===== config.mk =====
export PLATFORM = sky130hd
export DESIGN_NAME = dat_mem_lfsr5_unit
export DESIGN_NICKNAME = d
export VERILOG_FILES = /design/src/rtl/dat_mem_lfsr5_unit.sv
export SDC_FILE = /design/constraint.sdc
export NUM_CORES = 2
export LEC_CHECK = 0
export ABC_CLOCK_PERIOD_IN_PS = 4900
export BUFFER_PORTS_ARGS = -buffer_cell sky130_fd_sc_hd__buf_2
export CORE_MARGIN = 2
export CORE_UTILIZATION = 35
export DETAILED_ROUTE_END_ITERATION = 12
export PLACE_DENSITY = 0.59
export SYNTH_ARGS = -nofsm -noshare
export SYNTH_HDL_FRONTEND = slang
export SYNTH_SLANG_ARGS = --single-unit

===== constraint.sdc =====
create_clock -name clk -period 4.9 [get_ports clk]
set_input_delay 0.245 -clock clk [delete_from_list [all_inputs] [get_ports clk]]
set_output_delay 0.245 -clock clk [all_outputs]
set_load 0.03 [all_outputs]

===== src/rtl/dat_mem_lfsr5_unit.sv =====
// rtl/dat_mem_lfsr5_unit.sv - 2**AW x DW data memory plus run-time-tapped Fibonacci LFSR keystream
// Optional macro MEM_WRITE_BYPASS_EN: write-first bypass when raddr==waddr during a write.
module dat_mem_lfsr5_unit #(
  parameter int AW = 8,
  parameter int DW = 8,
  parameter int LW = 5,
  parameter logic [LW-1:0] LRST = 5'h01
) (
  input  logic          clk,
  input  logic          init,
  input  logic          write_en,
  input  logic [AW-1:0] waddr,
  input  logic [AW-1:0] raddr,
  input  logic [DW-1:0] data_in,
  output logic [DW-1:0] data_out,
  input  logic          lfsr_en,
  input  logic          lfsr_load,
  input  logic [LW-1:0] taps,
  input  logic [LW-1:0] start,
  output logic [LW-1:0] state
);

  // Memory contents deliberately survive init; only the LFSR is reset.
  logic [DW-1:0] mem [0:(2**AW)-1];
  logic          feedback;

  always_ff @(posedge clk) begin
    if (write_en) begin
      mem[waddr] <= data_in;
    end
  end

`ifdef MEM_WRITE_BYPASS_EN
  assign data_out = (write_en && (raddr == waddr)) ? data_in : mem[raddr];
`else
  assign data_out = mem[raddr];
`endif

  // An all-zero state is a legal lock-up point and is left uncorrected.
  assign feedback = ^(state & taps);

  always_ff @(posedge clk) begin
    if (init) begin
      state <= LRST;
    end else if (lfsr_load) begin
      state <= start;
    end else if (lfsr_en) begin
      state <= {state[LW-2:0], feedback};
    end
  end

endmodule


==> reports/metrics.yaml <==
synthesis:
  synthArstFlopShare_pct: 0
  seq_area_frac_synth_pct: 77.2
  synthCells: 3799
  avgSynthCellArea_um2: 21.0
  synth.area.top_cells: "edfxtp_1, mux4_2, mux2i_1"
  synth_edf_count: 2048
  yosysTopAreaCell: "edfxtp_1"
  yosysMostFrequentCell: "edfxtp_1"
  syn-num-nets: 3838
  synth_top_flop_cell: "edfxtp_1"
  ys_ff_latch: 2053
  synth_common_cells: "edfxtp_1, mux4_2, nor2_1"
  yosysWarnings: 0
  netlist_area_mm2: 0.0798
  synth_top_area_share_pct: 77.1
  yosys.cell_types.count: 49
drt:
  viasPerCell: 5.43
  wl_per_cell_um: 28.0
  drc: 0
  ant_nets: 0
  drt_iter0_markers: 4225
  drt_first_pass_iters: 5
  finalWirelength_mm: 201
  vias: 38900
setup_path:
  r2r_cells: 7
  critical_path_arrival_ns: 4.14
  required_ns: 4.66
  start_kind: "primary input"
  cp_max_fo: 27
  ff2ff_setup_slack_ns: 2.82
  worst_setup_path_end_kind: "output port"
  crit_type: "primary input to output port"
  r2r-end: "state[0]"
  r2r-start: "state[2]"
floorplanning:
  row_count: 175
  initial_utilization_pct: 35.1
  core-area_mm2: 0.227
  die_w_um: 481
  die_h_um: 481
  die-area_mm2: 0.232
  io-pin-count: 52
timing:
  finalCritPeriodShare_pct: 89.5
  finalCriticalPeriod_ns: 4.38
  drv_slew: 0
  fin_skew_ns: 0.0000455
  rsz0062_at_grt: "no"
  maxSlewHeadroom_pct: 19.4
  timing.fmax_mhz: 228
  hold_violations: 0
  setup_tns_ns: 0
  worstMarginPinSlew_ns: 1.21
  finalSetupViolCount: 0
pwr:
  total_power_mw: 37.3
  irDropWorstVdd_mv: 0.316
  leakage_nw: 28.0
  power.density_mw_per_mm2: 410
cts:
  cts_setup_buffers: 0
  cts_buffers: 203
  clockBufferDepth: 3
  ctsHtreeMaxLevel: 4
  cts_tree: "yes"
  clock_latency_ns: 0.84
  path_clk_slew_ns: 0.06
  clock-sinks: 2053
  root_buffer: "clkbuf_16"
  hold_buffers: 15
  cts_resized: 0
grt:
  overflow: 0
  grt_max_degree: 169
  track_usage_pct: 17.2
  grt_pass1_wl_mm: 287
  grt_pass1_vias: 39100
  antenna_found_initial: 13
placement:
  hpwlAfterDp_mm: 121
  routabilityCongestion: 0.817
  port_buffers: 51
flow_run:
  cap_violations: 0
outcome:
  status: "completed"
min_path:
  holdPathStages: 1
  holdCritStartpoint: "data_in[2]"
  hold_class: "primary input to flop"
  min_to: "mem[212][2]"
cells_and_area:
  num-nets-final: 4018
  fillCellCount: 19800
  drive_above_1_share_pct: 22.9
  synthToLayoutAreaGrowth_pct: 13.9
[how the worst max path moves through the flow]
stage | from | to | slack [ns] | cells past startpoint
global placement | raddr[0] | data_out[6] | 0.46 | 10
floorplan | raddr[0] | data_out[5] | 2.01 | 9
detailed placement | raddr[1] | data_out[4] | 0.56 | 10
finish | raddr[2] | data_out[6] | 0.52 | 9
global route | raddr[2] | data_out[6] | 0.56 | 9
CTS | mem[57][6] | data_out[6] | 0.53 | 8
[metrics by stage]
| stage | hold slack (ns) | util (%) | cell area (um2) | setup WS (ns) | instances |
|---|---|---|---|---|---|
| after floorplan | 0.317 | - | 79800 | 2.01 | 3799 |
| after global routing | 0.00347 | 40.0 | 90900 | 0.560 | 7162 |
| after detailed placement | 0.471 | 36.9 | 83800 | 0.557 | 6768 |
| after CTS | 0.0106 | 40.0 | 90900 | 0.527 | 7162 |
| after global placement | 0.463 | 36.9 | 83800 | 0.456 | 6768 |
| final | 0.00845 | 40.0 | 90900 | 0.516 | 7163 |
[area by class of cell]
cell class              count  area, um2  share of cell area, %
flip-flops and latches   2053      61600                   67.8
multi-input cells        1509      16700                   18.4
clock buffers             241       5270                   5.79
well taps                3009       3760                   4.14
repair buffers            210       1900                   2.09
clock inverters           138       1640                   1.80
inverters                   2       7.51                0.00826
diodes                      1       2.50                0.00275
[critical path, stage by stage]
cell	delay, ns
buf_4	0.34
and2_2	0.84
a22oi_1	0.23
nand2_1	0.27
nor3_1	0.08
or4_1	0.69
nor4_1	0.95
buf_4	0.23
buf_2	0.19
[flip-flops by register name (all words and copies together), names as in the netlist]
| register | count |
|---|---|
| mem | 2048 |
| state | 5 |
[cells in the final DEF (no fill, tap or decap), types with 25 or more instances in the layout]
cell type  count
clkbuf_16    205
a21oi_1       79
nor4_1        26
o22ai_1       46
buf_2         40
mux2i_1      146
buf_12        25
nand2_1       49
buf_4        120
a22oi_1      149
nor2_1       297
clkinv_2      43
clkbuf_1      36
edfxtp_1    2048
bufinv_16     29
o21ai_0       27
o221ai_1      46
clkinv_1      47
mux4_2       421
a211oi_1      33
[power breakdown]
group	internal (mW)	total [mW]	switching (mW)	leakage, nW
registers	19.4	19.4	0.0102	18.4
clock network	9.25	16.0	6.77	3.37
logic	0.633	1.86	1.22	6.14
total	29.2	37.3	8.01	28.0
[layer usage]
metal / up-vias / GRT usage (%) / wire [um]
met5: - / 0 / 7
li1: 16300 / - / -
met3: 297 / 2.94 / 14000
met2: 1567 / 28.0 / 97900
met1: 20700 / 23.5 / 82900
met4: 2 / 5.25 / 5980
[cell families after synthesis]
logic type      count (synthesis)  synth area share, %
simple gates                  483                 2.73
flops                        2053                 77.2
mux                           598                 14.4
xor+xnor                        3               0.0329
buf+inv                       237                 1.93
compound gates                425                 3.71
(Power assumes the default switching activity.)
